### src/rtl/latency_ram_pkg.sv
// Shared constants, control state type and byte-lane merge helper for latency_ram.
// Purely declarative: no latency and no flow control of its own.
package latency_ram_pkg;

  localparam int DEF_DATA_W    = 32;
  localparam int DEF_ADDR_W    = 32;
  localparam int DEF_DEPTH     = 64;
  localparam int DEF_LATENCY   = 2;
  localparam int DEF_PIPELINED = 1;

  typedef enum logic {
    ST_IDLE = 1'b0,
    ST_BUSY = 1'b1
  } ctrl_state_e;

  function automatic logic [7:0] merge_byte(input logic [7:0] old_b,
                                            input logic [7:0] new_b,
                                            input logic       en);
    return en ? new_b : old_b;
  endfunction

endpackage

### src/rtl/latency_ram_delay_line.sv
// Fixed LATENCY-stage shift line carrying response valid/data/err.
// No backpressure: every entry falls out of the last stage exactly LATENCY edges after entry.
module ram_delay_line
  import latency_ram_pkg::*;
#(
  parameter int LATENCY = DEF_LATENCY,
  parameter int DATA_W  = DEF_DATA_W
) (
  input  logic              clk,
  input  logic              reset,
  input  logic              in_valid,
  input  logic [DATA_W-1:0] in_data,
  input  logic              in_err,
  output logic              out_valid,
  output logic [DATA_W-1:0] out_data,
  output logic              out_err
);

  logic [LATENCY-1:0]             vld_q;
  logic [LATENCY-1:0][DATA_W-1:0] dat_q;
  logic [LATENCY-1:0]             err_q;

  always_ff @(posedge clk or negedge reset) begin
    if (!reset) begin
      vld_q <= '0;
      dat_q <= '0;
      err_q <= '0;
    end else begin
      vld_q[0] <= in_valid;
      dat_q[0] <= in_data;
      err_q[0] <= in_err;
      for (int i = 1; i < LATENCY; i++) begin
        vld_q[i] <= vld_q[i-1];
        dat_q[i] <= dat_q[i-1];
        err_q[i] <= err_q[i-1];
      end
    end
  end

  assign out_valid = vld_q[LATENCY-1];
  assign out_data  = dat_q[LATENCY-1];
  assign out_err   = err_q[LATENCY-1];

endmodule

### src/rtl/latency_ram.sv
// Word-addressed RAM with byte enables and a fixed request-to-response latency (1..4).
// Responses cannot be stalled; PIPELINED=0 holds req_ready low while a request is in flight.
module latency_ram
  import latency_ram_pkg::*;
#(
  parameter int DATA_W    = DEF_DATA_W,
  parameter int ADDR_W    = DEF_ADDR_W,
  parameter int DEPTH     = DEF_DEPTH,
  parameter int LATENCY   = DEF_LATENCY,
  parameter int PIPELINED = DEF_PIPELINED
) (
  input  logic                clk,
  input  logic                reset,
  input  logic                req_valid,
  output logic                req_ready,
  input  logic                wr_en,
  input  logic [ADDR_W-1:0]   addr,
  input  logic [DATA_W-1:0]   w_data,
  input  logic [DATA_W/8-1:0] byte_en,
  output logic                resp_valid,
  output logic [DATA_W-1:0]   r_data,
  output logic                resp_err
);

  localparam int BE_W   = DATA_W / 8;
  localparam int MEM_AW = (DEPTH > 1) ? $clog2(DEPTH) : 1;

  logic [DATA_W-1:0] mem [DEPTH];

  logic              accept;
  logic              in_range;
  logic [ADDR_W-3:0] word_idx;
  logic [MEM_AW-1:0] mem_idx;
  logic [DATA_W-1:0] rd_word;
  logic [DATA_W-1:0] wr_word;
  logic [DATA_W-1:0] resp_dat;
  logic              resp_err_in;
  logic              unused_addr_lsb;

  logic              ready_en_q;
  ctrl_state_e       state_q, state_d;
  logic [1:0]        cnt_q, cnt_d;

  assign word_idx        = addr[ADDR_W-1:2];
  assign unused_addr_lsb = ^addr[1:0];
  assign in_range        = (64'(word_idx) < 64'(DEPTH));
  assign mem_idx         = word_idx[MEM_AW-1:0];
  assign rd_word         = mem[mem_idx];

  assign accept    = req_valid && req_ready;
  assign req_ready = ready_en_q && ((PIPELINED != 0) || (state_q == ST_IDLE));

  always_comb begin
    wr_word = rd_word;
    for (int b = 0; b < BE_W; b++) begin
      wr_word[b*8 +: 8] = merge_byte(rd_word[b*8 +: 8], w_data[b*8 +: 8], byte_en[b]);
    end
  end

  // Storage is deliberately outside the reset domain so contents survive reset.
  always_ff @(posedge clk) begin
    if (accept && wr_en && in_range) begin
      mem[mem_idx] <= wr_word;
    end
  end

  // Only an accepted in-range read carries data; everything else enters the line as zero.
  assign resp_dat    = (accept && !wr_en && in_range) ? rd_word : '0;
  assign resp_err_in = accept && !in_range;

  ram_delay_line #(
    .LATENCY (LATENCY),
    .DATA_W  (DATA_W)
  ) u_delay_line (
    .clk       (clk),
    .reset     (reset),
    .in_valid  (accept),
    .in_data   (resp_dat),
    .in_err    (resp_err_in),
    .out_valid (resp_valid),
    .out_data  (r_data),
    .out_err   (resp_err)
  );

  always_ff @(posedge clk or negedge reset) begin
    if (!reset) begin
      ready_en_q <= 1'b0;
      state_q    <= ST_IDLE;
      cnt_q      <= 2'd0;
    end else begin
      ready_en_q <= 1'b1;
      state_q    <= state_d;
      cnt_q      <= cnt_d;
    end
  end

  // BUSY counts edges so it leaves on the same edge that raises resp_valid.
  always_comb begin
    state_d = state_q;
    cnt_d   = cnt_q;
    case (state_q)
      ST_IDLE: begin
        if (accept && (LATENCY > 1)) begin
          state_d = ST_BUSY;
          cnt_d   = 2'd0;
        end
      end
      ST_BUSY: begin
        if (cnt_q == 2'(LATENCY - 2)) begin
          state_d = ST_IDLE;
        end else begin
          cnt_d = cnt_q + 2'd1;
        end
      end
      default: state_d = ST_IDLE;
    endcase
  end

endmodule

### config.mk
export PLATFORM = sky130hd
export DESIGN_NAME = latency_ram
export DESIGN_NICKNAME = d
export VERILOG_FILES = /design/src/rtl/latency_ram_pkg.sv /design/src/rtl/latency_ram_delay_line.sv /design/src/rtl/latency_ram.sv
export SDC_FILE = /design/constraint.sdc
export NUM_CORES = 2
export LEC_CHECK = 0
export ABC_AREA = 0
export CAP_MARGIN = 10
export CORE_MARGIN = 5
export CORE_UTILIZATION = 40
export DETAILED_ROUTE_END_ITERATION = 16
export MAX_ROUTING_LAYER = met4
export PLACE_DENSITY_LB_ADDON = 0.25
export RECOVER_POWER = 50
export SLEW_MARGIN = 20
export SYNTH_ARGS = -nofsm -noshare
export SYNTH_HDL_FRONTEND = slang
export SYNTH_SLANG_ARGS = --single-unit
### constraint.sdc
create_clock -name clk -period 3.9 [get_ports clk]
set_input_delay 1.17 -clock clk [delete_from_list [all_inputs] [get_ports clk]]
set_output_delay 1.17 -clock clk [all_outputs]
set_load 0.05 [all_outputs]
## Yosys cells after proc, flatten, opt, wreduce, memory -nomap -nowiden

Memories as Yosys holds them, arrays and structs flattened.
Index checks and enable logic that the tools add are counted.

| operators by class | value |
|---|---|
| multiplexer cells | 7 |
| reduce and logical (&&, ||, !) cells | 8 |
| $mul | 0 |
| shift-type cells | 0 |
| $add $sub $neg | 0 |
| bitwise gates (word level) | 0 |
| div/mod/pow operators | 0 |
| order comparisons | 1 |
| equality and inequality tests | 0 |

Operators with widths:

| cell | count |
|---|---|
| two-way mux 32 bit | 1 |
| two-way mux 8 bit | 4 |
| less-than comparator 30 x 7 -> 1 bit, second input constant | 1 |
| logical AND 1 bit | 6 |
| zero test 1 bit | 2 |
| two-way mux 1 bit | 2 |

| word-level totals | value |
|---|---|
| word-level logic and storage cells | 22 |
| bits in latches | 0 |
| memory bits (read-only) | 0 |
| bits in registers | 69 |
| memories kept | 1 |
| output and inout port bits | 35 |
| bits in writable memories | 2048 |

Memory list:

| memory | words | bits a word | rd ports | clocked after memory_dff | wr ports | line | source |
|---|---|---|---|---|---|---|---|
| mem | 64 | 32 | 1 | 0 | 1 | latency_ram.sv:28 | `logic [DATA_W-1:0] mem [DEPTH];` |

## Logic depth before layout (Yosys ltp)

| depth | value |
|---|---|
| word-level depth | 5 |
| mapped depth | 10 |
| depth with buffers taken out | 5 |

## Modules after synthesis

A second synthesis with hierarchy kept.

| second synthesis, totals | value |
|---|---|
| cells, all modules | 4564 |
| area total of the unflattened synthesis | 82002.4 um^2 |

By module, submodules not included:

| module | cells each | instances | area an instance (um^2) |
|---|---|---|---|
| latency_ram | 4464 | 1 | 80060.5 |
| ram_delay_line | 100 | 1 | 1941.9 |

## Least setup slack after synthesis

Ideal clock, no wire load.

| timing path | value |
|---|---|
| kind | input port to flip-flop |
| from | in addr[4] |
| to | mem mem[0][17] in the netlist's numbering, data pin |
| stages | 9 |
| path buffers | 4 |
| data required time | 3.312 ns |
| setup slack | -1.074 ns |
| arrival | 4.386 ns |
| cells stage by stage | buf_6 buf_6 inv_2 clkbuf_1 clkbuf_1 a31oi_1 a31oi_1 nor4bb_1 a31oi_1 |

| on the way | value |
|---|---|
| cells in the longest elaborated chain, start to end | 2 |

Ends and longest elaborated chain:

| item | line | source |
|---|---|---|
| start, declared | latency_ram.sv:17 | `input logic [ADDR_W-1:0] addr,` |
| memory (64 x 32 bit) | -- |  |
| two-way mux 8 bit | latency_ram_pkg.sv:19 | `return en ? new_b : old_b;` |
| net wr_word[17] | latency_ram.sv:35 | `logic [DATA_W-1:0] wr_word;` |
| end, declared | latency_ram.sv:28 |  |

The timed path passes the listed nets, and every way through them passes these cells.

## Worst setup path after layout

| timing path | value |
|---|---|
| from | in addr[2] |
| to | mem mem[32][31] in the netlist's numbering, data pin |

The elaborated chain is that of the path after synthesis.

==> results.toml <==
[drt]
postRouteAntennaNets = 0
drt_pass1_iterations = 7
drc = 0
drt_wl_total_mm = 230.6
post_drt_via_cell_ratio = 5.790
routed-via-count = 46810
detailed_route_wire_length_per_cell_um = 28.52
drt_iter0_markers = 5054

[place]
io_buffers = 104
place_congestion = 0.8416
placed_cell_area_um2 = 94270
dp_hpwl_mm = 149.8
dp_cells = 7707

[layout]
post_layout_nonfiller_instances = 8085
area_delta_synth_final_pct = 21.88
utilization = 0.4906
stdcell_area_um2 = 100600
num-fill-cells = 16770
post_route_cells_drive_above_1_share = 0.2098
final_nets = 5298

[sta]
slew_headroom = -0.07663
report.final.hold_viol_count = 0
fin_setup_tns_ns = 0
crit_share_post_route = 0.9321
rsz0062_at_grt = "no"
fin_skew_ns = 0.06026
period_minus_slack_ns = 3.635
worst_slew_pin_slew_ns = 1.615
setup_violations = 0
count_of_pins_over_their_slew_limit = 22
clock.fmax_mhz = 275.1

[run_status]
violations = "capacitance limit, slew limit"
outcome = "finished with violations"

[die]
chipWidth_um = 464.2
placementRows = 166
die_height_um = 464.2
coreArea_um2 = 205000
pin_count = 107
die_area_um2 = 215500
start_util = 0.4025

[global_route]
grt-ovfl-total = 0
grt_pass1_wl_mm = 330.3
track_usage = 0.2147
antenna_found_initial = 8
vias_in_the_first_global_route = 45500
largest_net_degree_at_the_start_of_global_routing = 91

[clocking]
cts.reportedPaths.clkPinSlew_ns = 0.06
clock_latency_ns = 0.85
cts_hold_repair.buffers = 0
ctsRootBufferMaster = "sky130_fd_sc_hd__clkbuf_16"
number_of_cts_inserted_buffers = 204
htree_num_levels = 4
clock-sinks = 2117
tritoncts_clock_tree = "built"
max-clock-path-buffers = 3
post_cts_resize_count = 0
cts.repair_timing.setup_buffer_count = 0

[yosys]
post_synth_inst_count = 4615
syn_area_um2 = 82520
post-synth-top-count-cell = "sky130_fd_sc_hd__edfxtp_1"
synth_async_reset_ratio = 0.03259
post_synth_mux_area_share = 0.07977
synth-compound-area-share = 0.09047
avgSynthCellArea_um2 = 17.88
synth-edff-count = 2048
yosys_warnings = 0
synth_simple_gate_area_frac = 0.03877
synth_top_family_by_area = "compound AO/OA/AOI/OAI gates"
synth_top_area_frac = 0.7452
yosys.area_share.xor_xnor = 0
post-synth-top-area-cell = "sky130_fd_sc_hd__edfxtp_1"
synth_common_cells = "2048 x sky130_fd_sc_hd__edfxtp_1, 607 x sky130_fd_sc_hd__mux2i_1, 411 x sky130_fd_sc_hd__a31oi_1"
seq_area_frac_synth = 0.7662
synth_nets = 4687
post_synth_fa_ha_maj_area_fraction = 0
synth_top_flop_cell = "sky130_fd_sc_hd__edfxtp_1"
synthDistinctLibCells = 58
ys_ff_latch = 2117
netlist_top_cells_area = "sky130_fd_sc_hd__edfxtp_1 75%, sky130_fd_sc_hd__mux2i_1 7.4%, sky130_fd_sc_hd__a31oi_1 3.1%"

[pwr]
p_leak_nw = 33.45
power_density_nw_per_um2 = 481.9
vdd_ir_drop_max_uv = 470.8

[critical_path]
critPathCaptureType = "flop"
worst_ep_arrival_time_ns = 4.08
worst-endpoint-required_ns = 4.35
crit_path_start_kind = "input pin"
timing.rr.start = "mem[59][31]"
critPathMaxFanout = 48
worst_setup_path_startpoint = "addr[2]"
criticalPathCategory = "in2reg"

[hold_path]
min_from = "u_delay_line.dat_q[23]"
min-delay-path-class = "reg2reg"

[run]
drv_cap = 1
[sequential cells by signal, indices dropped and copies added (netlist names)]
| name | flops |
|---|---|
| mem | 2048 |
| u_delay_line.dat_q | 32 |
| u_delay_line.out_data | 32 |
| u_delay_line.err_q | 2 |
| u_delay_line.vld_q | 2 |
| req_ready | 1 |
[critical path, cell delays in order]
cell                       delay (ns)
sky130_fd_sc_hd__buf_8           0.14
sky130_fd_sc_hd__buf_12          0.16
sky130_fd_sc_hd__and2_2          0.38
sky130_fd_sc_hd__a221oi_1        0.43
sky130_fd_sc_hd__o21ai_0         0.22
sky130_fd_sc_hd__a222oi_1        0.94
sky130_fd_sc_hd__a41oi_4         0.18
sky130_fd_sc_hd__buf_2           0.41
[layout by cell type (no fill, tap or decap), types with 69 or more instances in the layout]
master / netlist / final
sky130_fd_sc_hd__mux2i_1: 607 / 607
sky130_fd_sc_hd__o22a_1: 181 / 181
sky130_fd_sc_hd__buf_4: 58 / 383
sky130_fd_sc_hd__buf_12: 0 / 249
sky130_fd_sc_hd__o21ai_0: 68 / 70
sky130_fd_sc_hd__edfxtp_1: 2048 / 2048
sky130_fd_sc_hd__a22oi_1: 69 / 69
sky130_fd_sc_hd__clkbuf_16: 0 / 218
sky130_fd_sc_hd__clkbuf_1: 150 / 72
sky130_fd_sc_hd__clkdlybuf4s50_1: 0 / 93
sky130_fd_sc_hd__dfrtp_1: 69 / 69
sky130_fd_sc_hd__a31oi_1: 411 / 389
sky130_fd_sc_hd__o22ai_1: 115 / 115
sky130_fd_sc_hd__nor4b_1: 117 / 117
sky130_fd_sc_hd__and4_1: 116 / 116
[power breakdown]
part / internal (mW) / switching, mW
Combinational: 1.26 / 2.26
Sequential: 25.4 / 0.000736
Clock: 11.2 / 8.40
Total: 37.8 / 10.7
[metal layers]
| metal | track usage | share of wire | vias up |
|---|---|---|---|
| li1 | - | - | 20400 |
| met1 | 0.2935 | 0.43 | 24330 |
| met2 | 0.3394 | 0.48 | 1763 |
| met3 | 0.03170 | 0.068 | 319 |
| met4 | 0.05703 | 0.026 | 0 |
| met5 | - | 0 | - |
[kinds of logic after synthesis]
kind of cell	count (synthesis)
flip-flops	2117
AO/OA/AOI/OAI	1031
multiplexers	633
AND/OR/NAND/NOR	443
buffers and inverters	390
other	1
[final cells by class]
class / count / area [um2] / area share
Multi-Input combinational cell: 2108 / 18140 / 0.1804
Clock inverter: 114 / 978.4 / 0.009728
Tap cell: 2688 / 3363 / 0.03344
Antenna cell: 2 / 5.005 / 0.00004976
Timing Repair Buffer: 788 / 9135 / 0.09083
Inverter: 7 / 28.78 / 0.0002861
Sequential cell: 2117 / 63230 / 0.6286
Clock buffer: 261 / 5697 / 0.05664
[metrics by stage]
stage	setup WS [ns]	total power, mW	hold WS [ns]
floorplan	-0.9633	27.55	0.3312
global placement	-0.3922	29.38	0.3334
detailed placement	-0.4340	29.44	0.3347
CTS	0.4554	48.86	0.3484
global route	0.2221	49.89	0.3521
finish	0.2649	48.47	0.3473
[worst paths after layout]
path,slack (ns),end,cells past startpoint
worst max-delay path,0.26,mem[32][31],8
worst min register to register,0.35,u_delay_line.out_data[23],0
min in group asynchronous,0.71,u_delay_line.dat_q[11],1
worst max register to register,1.01,mem[32][31],5
max in group asynchronous,1.29,req_ready,2
worst min-delay path,0.35,u_delay_line.out_data[23],0
No activity file was read; power rests on OpenSTA's default activity.
